--- config.mk ---
export PLATFORM = sky130hd
export DESIGN_NAME = sdram_cmd_sched_flat
export DESIGN_NICKNAME = d
export VERILOG_FILES = /design/src/rtl/sdram_cmd_sched_if.sv /design/src/rtl/sdram_cmd_sched.sv /design/src/flat_wrapper.sv
export SDC_FILE = /design/constraint.sdc
export NUM_CORES = 1
export LEC_CHECK = 0
export CAP_MARGIN = 0
export CORE_MARGIN = 5
export CORE_UTILIZATION = 38
export DETAILED_ROUTE_END_ITERATION = 6
export GPL_TIMING_DRIVEN = 0
export PLACE_DENSITY = 0.7
export SYNTH_ARGS = -nofsm -noshare
export SYNTH_HDL_FRONTEND = slang
export SYNTH_SLANG_ARGS = --single-unit
--- constraint.sdc ---
create_clock -name clk0 -period 4.4 [get_ports clk0]
set_input_delay 0.66 -clock clk0 [delete_from_list [all_inputs] [get_ports clk0]]
set_output_delay 0.66 -clock clk0 [all_outputs]
set_load 0.1 [all_outputs]
--- src/rtl/sdram_cmd_sched_if.sv ---
// Host request channel of the SDRAM command scheduler: one read/write
// request per ready/valid handshake, address packed as {bank, row, col}.
interface sdram_cmd_sched_if #(
    parameter int unsigned ADDR_W = 22
) ();
    logic              req_valid;
    logic              req_ready;
    logic              req_write;
    logic [ADDR_W-1:0] req_addr;

    modport master (
        output req_valid,
        output req_write,
        output req_addr,
        input  req_ready
    );

    modport slave (
        input  req_valid,
        input  req_write,
        input  req_addr,
        output req_ready
    );
endinterface

--- src/rtl/sdram_cmd_sched.sv ---
// Open-page SDRAM command scheduler. Tracks one open row per bank so page
// hits skip ACTIVATE, arbitrates auto-refresh ahead of host requests, and
// drives registered command pins plus write-enable and read-capture strobes.
// The FSM state always names the command on the pins in that cycle.
module sdram_cmd_sched #(
    parameter int unsigned BANK_W = 2,
    parameter int unsigned ROW_W  = 12,
    parameter int unsigned COL_W  = 8,
    parameter int unsigned ADD_W  = 12
) (
    input  logic              clk0,
    input  logic              reset,
    sdram_cmd_sched_if.slave  host,
    input  logic              ref_req,
    output logic              ref_ack,
    input  logic [2:0]        trcd,
    input  logic [2:0]        trp,
    input  logic [3:0]        trfc,
    input  logic [1:0]        cas_lat,
    input  logic [1:0]        bur_len,
    output logic [ADD_W-1:0]  sadd,
    output logic [BANK_W-1:0] ba,
    output logic              cs_n,
    output logic              ras_n,
    output logic              cas_n,
    output logic              we_n,
    output logic              cke,
    output logic              oe,
    output logic              rd_valid,
    output logic              cmack
);
    localparam int unsigned NBANK = 1 << BANK_W;
    // Longest read window ends at cas_lat 3 + 8 beats - 1.
    localparam int unsigned SR_W  = 11;

    // {cs_n, ras_n, cas_n, we_n}
    localparam logic [3:0] CmdNop = 4'b1111;
    localparam logic [3:0] CmdAct = 4'b0011;
    localparam logic [3:0] CmdRd  = 4'b0101;
    localparam logic [3:0] CmdWr  = 4'b0100;
    localparam logic [3:0] CmdPre = 4'b0010;
    localparam logic [3:0] CmdRef = 4'b0001;

    typedef enum logic [2:0] {
        StIdle, StPre, StAct, StWait, StRw, StBurst, StPreall, StRef
    } state_e;

    state_e             state_q, state_d, tgt_q, tgt_d, after;
    logic [3:0]         cnt_q, cnt_d, dly;
    logic               timed;
    logic               ready_q;
    logic [NBANK-1:0]   open_q;
    logic [ROW_W-1:0]   open_row_q [NBANK];
    logic               wr_q, wr_d;
    logic [BANK_W-1:0]  bank_q, bank_d, a_bank;
    logic [ROW_W-1:0]   row_q, row_d, a_row;
    logic [COL_W-1:0]   col_q, col_d, a_col;
    logic [SR_W-1:0]    rd_sr_q, rd_sr_d;
    logic [3:0]         cmd_d;
    logic [ADD_W-1:0]   sadd_d;
    logic [BANK_W-1:0]  ba_d;
    logic [3:0]         trcd_e, trp_e, trfc_e, beats;
    logic [1:0]         cl_e;

    // Zero timing codes behave as one cycle.
    assign trcd_e = (trcd == 3'd0) ? 4'd1 : {1'b0, trcd};
    assign trp_e  = (trp == 3'd0) ? 4'd1 : {1'b0, trp};
    assign trfc_e = (trfc == 4'd0) ? 4'd1 : trfc;
    assign cl_e   = (cas_lat == 2'd0) ? 2'd1 : cas_lat;
    assign beats  = 4'd1 << bur_len;

    assign {a_bank, a_row, a_col} = host.req_addr;
    // ready_q is only set when the registered state is IDLE outside reset.
    assign host.req_ready = ready_q & ~ref_req;
    assign rd_valid       = rd_sr_q[0];

    // Next-state: request/refresh arbitration, delay counting, burst hold.
    always_comb begin
        state_d = state_q;
        tgt_d   = tgt_q;
        cnt_d   = cnt_q;
        wr_d    = wr_q;
        bank_d  = bank_q;
        row_d   = row_q;
        col_d   = col_q;
        dly     = 4'd1;
        after   = StIdle;
        timed   = 1'b0;
        unique case (state_q)
            StIdle: begin
                if (ready_q && ref_req) begin
                    state_d = (|open_q) ? StPreall : StRef;
                end else if (ready_q && host.req_valid) begin
                    wr_d   = host.req_write;
                    bank_d = a_bank;
                    row_d  = a_row;
                    col_d  = a_col;
                    if (!open_q[a_bank]) begin
                        state_d = StAct;
                    end else if (open_row_q[a_bank] == a_row) begin
                        state_d = StRw;
                    end else begin
                        state_d = StPre;
                    end
                end
            end
            StPre: begin
                timed = 1'b1;
                dly   = trp_e;
                after = StAct;
            end
            StAct: begin
                timed = 1'b1;
                dly   = trcd_e;
                after = StRw;
            end
            StPreall: begin
                timed = 1'b1;
                dly   = trp_e;
                after = StRef;
            end
            StRef: begin
                timed = 1'b1;
                dly   = trfc_e;
                after = StIdle;
            end
            StWait: begin
                if (cnt_q == 4'd0) state_d = tgt_q;
                else               cnt_d   = cnt_q - 4'd1;
            end
            StRw: begin
                if (beats == 4'd1) begin
                    state_d = StIdle;
                end else begin
                    state_d = StBurst;
                    cnt_d   = beats - 4'd2;
                end
            end
            StBurst: begin
                if (cnt_q == 4'd0) state_d = StIdle;
                else               cnt_d   = cnt_q - 4'd1;
            end
        endcase
        // The issuing cycle counts as the first of the delay.
        if (timed) begin
            if (dly == 4'd1) begin
                state_d = after;
            end else begin
                state_d = StWait;
                tgt_d   = after;
                cnt_d   = dly - 4'd2;
            end
        end
    end

    // Pin decode for the state being entered, so the pins are registered.
    always_comb begin
        cmd_d  = CmdNop;
        sadd_d = '0;
        ba_d   = '0;
        case (state_d)
            StAct: begin
                cmd_d  = CmdAct;
                sadd_d = ADD_W'(row_d);
                ba_d   = bank_d;
            end
            StRw: begin
                cmd_d      = wr_d ? CmdWr : CmdRd;
                sadd_d     = ADD_W'(col_d);
                sadd_d[10] = 1'b0;
                ba_d       = bank_d;
            end
            StPre: begin
                cmd_d = CmdPre;
                ba_d  = bank_d;
            end
            StPreall: begin
                cmd_d      = CmdPre;
                sadd_d[10] = 1'b1;
            end
            StRef:   cmd_d = CmdRef;
            default: ;
        endcase
    end

    // Read-capture window: B ones placed cas_lat slots ahead, shifted out.
    always_comb begin
        rd_sr_d = rd_sr_q >> 1;
        if (state_d == StRw && !wr_d) begin
            rd_sr_d = rd_sr_d | (((SR_W'(1) << beats) - SR_W'(1)) << cl_e);
        end
    end

    // State, bank tracking and registered outputs with synchronous reset.
    always_ff @(posedge clk0) begin
        if (!reset) begin
            state_q <= StIdle;
            tgt_q   <= StIdle;
            cnt_q   <= '0;
            ready_q <= 1'b0;
            open_q  <= '0;
            wr_q    <= 1'b0;
            bank_q  <= '0;
            row_q   <= '0;
            col_q   <= '0;
            rd_sr_q <= '0;
            sadd    <= '0;
            ba      <= '0;
            {cs_n, ras_n, cas_n, we_n} <= CmdNop;
            cke     <= 1'b0;
            oe      <= 1'b0;
            ref_ack <= 1'b0;
            cmack   <= 1'b0;
        end else begin
            state_q <= state_d;
            tgt_q   <= tgt_d;
            cnt_q   <= cnt_d;
            ready_q <= (state_d == StIdle);
            wr_q    <= wr_d;
            bank_q  <= bank_d;
            row_q   <= row_d;
            col_q   <= col_d;
            rd_sr_q <= rd_sr_d;
            sadd    <= sadd_d;
            ba      <= ba_d;
            {cs_n, ras_n, cas_n, we_n} <= cmd_d;
            cke     <= 1'b1;
            oe      <= wr_d && (state_d == StRw || state_d == StBurst);
            ref_ack <= (state_d == StRef);
            cmack   <= (state_d == StRw);
            if (state_d == StAct)      open_q[bank_d] <= 1'b1;
            else if (state_d == StPre) open_q[bank_d] <= 1'b0;
            else if (state_d == StRef) open_q         <= '0;
        end
    end

    // Open-row storage; only meaningful while the bank's open flag is set.
    always_ff @(posedge clk0) begin
        if (state_d == StAct) open_row_q[bank_d] <= row_d;
    end
endmodule

--- src/flat_wrapper.sv ---
// flat-port wrapper written by rule: the top's interface ports become plain ports
module sdram_cmd_sched_flat 
#(
    parameter int unsigned BANK_W = 2,
    parameter int unsigned ROW_W  = 12,
    parameter int unsigned COL_W  = 8,
    parameter int unsigned ADD_W  = 12
)
  (clk0, reset, ref_req, ref_ack, trcd, trp, trfc, cas_lat, bur_len, sadd, ba, cs_n, ras_n, cas_n, we_n, cke, oe, rd_valid, cmack, host_req_valid, host_req_write, host_req_addr, host_req_ready);
  sdram_cmd_sched_if host_i ();
  input  logic clk0;
  input  logic reset;
  input  logic ref_req;
  output logic ref_ack;
  input  logic [2:0] trcd;
  input  logic [2:0] trp;
  input  logic [3:0] trfc;
  input  logic [1:0] cas_lat;
  input  logic [1:0] bur_len;
  output logic [ADD_W-1:0] sadd;
  output logic [BANK_W-1:0] ba;
  output logic cs_n;
  output logic ras_n;
  output logic cas_n;
  output logic we_n;
  output logic cke;
  output logic oe;
  output logic rd_valid;
  output logic cmack;
  input wire logic [$bits(host_i.req_valid)-1:0] host_req_valid;
  input wire logic [$bits(host_i.req_write)-1:0] host_req_write;
  input wire logic [$bits(host_i.req_addr)-1:0] host_req_addr;
  output wire logic [$bits(host_i.req_ready)-1:0] host_req_ready;
  assign host_i.req_valid = host_req_valid;
  assign host_i.req_write = host_req_write;
  assign host_i.req_addr = host_req_addr;
  assign host_req_ready = host_i.req_ready;
  sdram_cmd_sched #(.BANK_W(BANK_W), .ROW_W(ROW_W), .COL_W(COL_W), .ADD_W(ADD_W)) u_core (.clk0(clk0), .reset(reset), .host(host_i), .ref_req(ref_req), .ref_ack(ref_ack), .trcd(trcd), .trp(trp), .trfc(trfc), .cas_lat(cas_lat), .bur_len(bur_len), .sadd(sadd), .ba(ba), .cs_n(cs_n), .ras_n(ras_n), .cas_n(cas_n), .we_n(we_n), .cke(cke), .oe(oe), .rd_valid(rd_valid), .cmack(cmack));
endmodule
Word level (Yosys, flattened, before mapping)
Memory sizes are Yosys's and may differ from the RTL's.
Index checks and enable logic that the tools add are counted.
Cells by class
  equality and inequality tests: 16
  reductions and logical operators: 25
  $lt $le $gt $ge: 3
  mux-type cells: 50
  shifts and indexed selects: 3
  bitwise operators: 7
  add/sub/neg operators: 4
Operators with widths (number)
  two-way mux 12 bit: 3
  two-way mux 3 bit: 11
  two-way mux 4 bit: 8
  equality test 3 bit, second input constant: 8
  two-way mux 8 bit: 3
  case mux 10 bit (2 select lines): 1
  case mux 4 bit (4 select lines): 1
  equality test 12 bit: 1
  zero test 3 bit: 4
  case mux 3 bit (4 select lines): 1
  case mux 4 bit (3 select lines): 1
  two-way mux 1 bit: 11
  OR 10 x 11 -> 11 bit: 1
  left shift 1 x 4 -> 11 bit, first input constant: 1
  left shift 11 x 2 -> 11 bit: 1
  subtractor 11 x 1 -> 11 bit, second input constant: 1
  two-way mux 10 bit: 1
  equality test 3 x 2 -> 1 bit, second input constant: 3
  case mux 3 bit (3 select lines): 1
  equality test 4 x 1 -> 1 bit, second input constant: 2
  zero test 4 bit: 2
  two-way mux 2 bit: 4
  case mux 4 bit (2 select lines): 1
  AND reduction 2 bit: 4
  other kinds (22): 33
Word-level totals
  logic and storage cells: 131
  flip-flop bits (word level): 71
  output and inout bits: 24
  memory bits (writable): 48
  memories kept: 1
Memory list
  u_core.open_row_q: depth 4, width 12, read ports 1, clocked after Yosys merged registers in 0, wr ports 1, line sdram_cmd_sched.sv:53  | logic [ROW_W-1:0] open_row_q [NBANK];

Logic depth before layout (Yosys ltp)
  depth after elaboration: 12
  gate-level depth with buffers: 12
  gate-level depth less buffers: 9

Least setup slack after synthesis
Ideal clock, no wire load.
  path type: input-to-reg
  from: input ref_req
  to: memory u_core.open_row_q[0][0] (data pin)
  required time: 4127 ps
  stages on the path: 7
  arrival: 3797 ps
  setup slack: 331 ps
  path through: nor2b_1 > and3_1 > clkbuf_1 > buf_1 > clkbuf_1 > mux2i_1 > inv_1
On the way
  word-level cells in the longest chain between the ends: 3
RTL lines
  start, declared: line flat_wrapper.sv:13  | input logic ref_req;
  logical AND 1 bit: line sdram_cmd_sched.sv:91  | if (ready_q && ref_req) begin
  two-way mux 12 bit: line sdram_cmd_sched.sv:91
  two-way mux 12 bit: line sdram_cmd_sched.sv:89  | unique case (state_q)
  named net u_core.row_d[0]: line sdram_cmd_sched.sv:56  | logic [ROW_W-1:0] row_q, row_d, a_row;
  end, declared: line sdram_cmd_sched.sv:53
The timed path passes the listed nets, and every way through them passes these cells.

Worst setup path after layout
  from: input host_req_addr[20]
  to: memory u_core.open_row_q[3][11] (enable)
On the way
  word-level cells in the longest chain between the ends: 11
  elaborated cells between the ends (all ways): 16
  those cells by class: eq/ne: 2; mux: 13; memory: 1
RTL lines
  start, declared: line flat_wrapper.sv:32  | input wire logic [$bits(host_i.req_addr)-1:0] host_req_addr;
  memory read (4 x 12 bit)
  equality test 12 bit: line sdram_cmd_sched.sv:100  | end else if (open_row_q[a_bank] == a_row) begin
  two-way mux 3 bit: line sdram_cmd_sched.sv:100
  two-way mux 3 bit: line sdram_cmd_sched.sv:98  | if (!open_q[a_bank]) begin
  two-way mux 3 bit: line sdram_cmd_sched.sv:93  | end else if (ready_q && host.req_valid) begin
  two-way mux 3 bit: line sdram_cmd_sched.sv:91
  case mux 3 bit (4 select lines): line sdram_cmd_sched.sv:89
  two-way mux 3 bit: line sdram_cmd_sched.sv:145  | if (timed) begin
  equality test 3 x 2 -> 1 bit: line sdram_cmd_sched.sv:239  | if (state_d == StAct) open_row_q[bank_d] <= row_d;
  two-way mux 1 bit: line sdram_cmd_sched.sv:239
  two-way mux 1 bit (implied by the code): line sdram_cmd_sched.sv:239
Several ways; a longest one is shown, not always the timed one. The select of a mux whose other input is x is not followed.

==> impl_metrics.toml <==
[timing]
max_freq_ghz = 0.2335
worst_pin_slew_ns = 0.9947
hold_viol = 0
finClkSkew_ns = 0.008558
fin_crit_sh_pct = 97.35
fin_crit_ns = 4.283
maxSlewHeadroom_pct = 33.48
setup_viol = 0
maxSlewViolCount = 0
rsz0062_at_grt = "no"

[global_route]
antenna_found_initial = 0
grt_pass1_vias = 4368
track_usage_pct = 16.93
grt_overflow = 0
grt_pass1_wl_mm = 22.04
grt_start_max_net_pins = 17

[floorplanning]
coreArea_mm2 = 0.01442
pin_count = 65
die_area_mm2 = 0.01712
die_w_um = 130.9
start_util_pct = 38.48
die_h_um = 130.9
rows = 44

[yosys]
async_reset_ff_share_pct = 0
synth_edf_count = 48
ys.flop_type = "dfxtp_1"
syn_inst = 499
synth_top_area_share_pct = 25.97
ys_seq_area_share_pct = 51.58
synth_area_leader_cell = "edfxtp_1"
synth.distinct_cells = 60
ys_warn_count = 0
synthesis.nets = 549
synth-seq-cells = 119
postSynthAreaPerCell_um2 = 11.12
synth_area_leaders = "edfxtp_1, dfxtp_1, mux2i_1"
synth_area_mm2 = 0.005550

[worst_setup_path]
endpoint_kind = "flip-flop"
r2r_setup_slack_ns = 0.47
r2r_end = "u_core.open_row_q[1][4]$_DFFE_PP_"
required_ns = 4.57
worstSetupPathType = "input pin to flip-flop"
reg2reg_from = "u_core.state_q[2]$_SDFF_PN0_"
cp_max_fo = 12
cp-start-kind = "input pin"
crit_arrival_ns = 4.46
worstRegToRegCells = 12

[clock_tree]
cts.sinks = 119
clk_latency_ns = 0.41
cts_root_buf = "clkbuf_16"
tritoncts = "done"
clk_path_buf_depth = 2
htree_num_levels = 4
cts.clk_slew.worst_paths_ns = 0.06
numCtsBuffers = 17
cts_hold_buf = 0

[worst_hold_path]
whs_path_depth = 1
worstHoldEndpoint = "u_core.rd_sr_q[0]$_SDFF_PN0_"
worstHoldStart = "u_core.rd_sr_q[1]$_SDFF_PN0_"
hp-class = "flip-flop to flip-flop"

[placed_design]
place_hpwl_mm = 9.837
place.gp.congestion = 0.9124
io_buffer_count = 64
dp_cells = 747

[layout]
final_core_util_pct = 49.24
nNetsFinal = 636
n_antenna_cell = 0
layoutNonFillerInstCount = 783
area_growth_pct = 27.95
layout-drive-gt1-share_pct = 12.02

[routing]
drtPass1Iterations = 5
routedWlPerCell_um = 17.91
drc_errors = 0
viasPerCell = 5.387
vias = 4218
drt_wl_total_mm = 14.02
drt-initial-drc-count = 346
ant_nets = 0

[status]
status = "completed"

[power_and_ir_drop]
peakVddDrop_mv = 0.4121
pwr_density_cell_mw_per_mm2 = 582.5
p_leak_nw = 2.590

[flow_run]
maxCapViolCount = 0
-- through the flow --
step           TNS (ns)  setup slack (ns)  hold slack [ns]  cell area (um2)  total power, mW
2_1_floorplan         0            0.3308           0.4057             5550            2.409
3_3_place_gp     -54.70            -1.060           0.4176             6421            2.744
3_5_place_dp     -57.42            -1.161           0.4237             6421            2.778
4_1_cts               0          0.002416           0.4378             7061            4.154
5_1_grt               0           0.02200           0.4539             7102            4.343
6_report              0            0.1168           0.4286             7102            4.137
-- power breakdown --
part / switching (mW) / internal, mW
Sequential: 0.0552 / 1.29
Clock: 0.536 / 0.788
Combinational: 0.948 / 0.518
Total: 1.54 / 2.60
-- how the worst max path moves through the flow --
stage | startpoint | to
after detailed placement | host_req_addr[21] | u_core.open_row_q[0][7]$_DFFE_PP_
after global placement | host_req_addr[21] | u_core.open_row_q[1][7]$_DFFE_PP_
final | host_req_addr[20] | u_core.open_row_q[3][11]$_DFFE_PP_
after global routing | host_req_addr[20] | u_core.open_row_q[3][0]$_DFFE_PP_
after CTS | host_req_addr[21] | u_core.open_row_q[3][2]$_DFFE_PP_
after floorplan | ref_req | u_core.open_row_q[0][0]$_DFFE_PP_
-- layer usage --
layer	wire, um	part of all wire (%)	GRT usage (%)	up-vias
li1	-	-	-	2008
met4	260	1.9	5.687	0
met2	6887	49	28.64	152
met3	899	6.4	5.203	28
met5	0	0	0	-
met1	5973	43	20.58	2030
-- worst max-delay path, stage by stage --
cell,delay (ns)
clkdlybuf4s50_1,0.50
buf_6,0.19
mux4_2,0.53
xor2_1,0.17
or4b_1,0.50
or4_1,0.53
a21o_1,0.24
buf_6,0.16
clkbuf_1,0.24
nand3b_1,0.45
nor2_4,0.08
buf_12,0.17
-- Yosys cell counts (3+ instances only) --
cell type   n
a31oi_1     9
o21a_1      6
nor3b_1     3
a22o_1      7
nand2_1    24
buf_1       3
mux2i_1    35
inv_1      32
o221a_2     4
a32o_1      4
nor4_1      3
o22ai_2     7
mux4_1      4
xor2_1      4
edfxtp_1   48
nor2_1     42
ha_1        9
nor2b_1     4
and2_1      7
o2bb2ai_1   3
or4b_1      3
clkbuf_1   24
dfxtp_1    71
a21oi_1    13
a211oi_1    3
nand2b_1   17
nor3_1      8
mux4_2      9
and3_1      6
o21ai_0    21
or4_1       3
xnor2_1    13
nand4_1    11
nand3_1     5
-- area by class of cell --
| type | count | area, um2 |
|---|---|---|
| Clock inverter | 15 | 142.6 |
| Clock buffer | 17 | 425.4 |
| Buffer | 32 | 143.9 |
| Timing Repair Buffer | 68 | 720.7 |
| Multi-Input combinational cell | 316 | 2456 |
| Fill cell | 1286 | 7322 |
| Inverter | 32 | 120.1 |
| Tap cell | 184 | 230.2 |
| Sequential cell | 119 | 2863 |
-- repair_timing --
action / 4_1_cts / 5_1_grt
resized for setup: 9 / 1
pin swaps: 3 / 2
cloned: 0 / 0
setup buffers: 2 / 2
endpoints found under the hold margin: 0 / 0
setup endpoints to repair: 48 / 48
-- placed cells by master, fill, tap and decap left out, drive strengths merged, types with 17 or more instances in the layout --
master         count
o21ai             21
edfxtp            48
inv               38
mux2i             35
clkbuf            42
nand2             24
nor2              42
nand2b            17
dfxtp             71
clkdlybuf4s50     64
-- state kept, by name, indices dropped and copies added, names as in the netlist, 2 cells and up --
| signal | cells |
|---|---|
| u_core.ba | 2 |
| u_core.bank_q | 2 |
| u_core.cnt_q | 4 |
| u_core.col_q | 8 |
| u_core.open_q | 4 |
| u_core.open_row_q | 48 |
| u_core.rd_sr_q | 11 |
| u_core.row_q | 12 |
| u_core.sadd | 12 |
| u_core.state_q | 3 |
| u_core.tgt_q | 3 |
-- logic make-up (layout without fill, tap and decap cells) --
| logic type | Yosys count | in the layout | synth area share (%) |
|---|---|---|---|
| buffers and inverters | 64 | 164 | 4.712 |
| multiplexers | 49 | 49 | 12.06 |
| AO/OA/AOI/OAI | 96 | 96 | 12.87 |
| adder cells (fa/ha/maj) | 9 | 9 | 2.029 |
| AND/OR/NAND/NOR | 145 | 145 | 14.07 |
| XOR/XNOR | 17 | 17 | 2.683 |
| flip-flops | 119 | 119 | 51.58 |
Note: power is estimated with default switching activity, not from simulation.
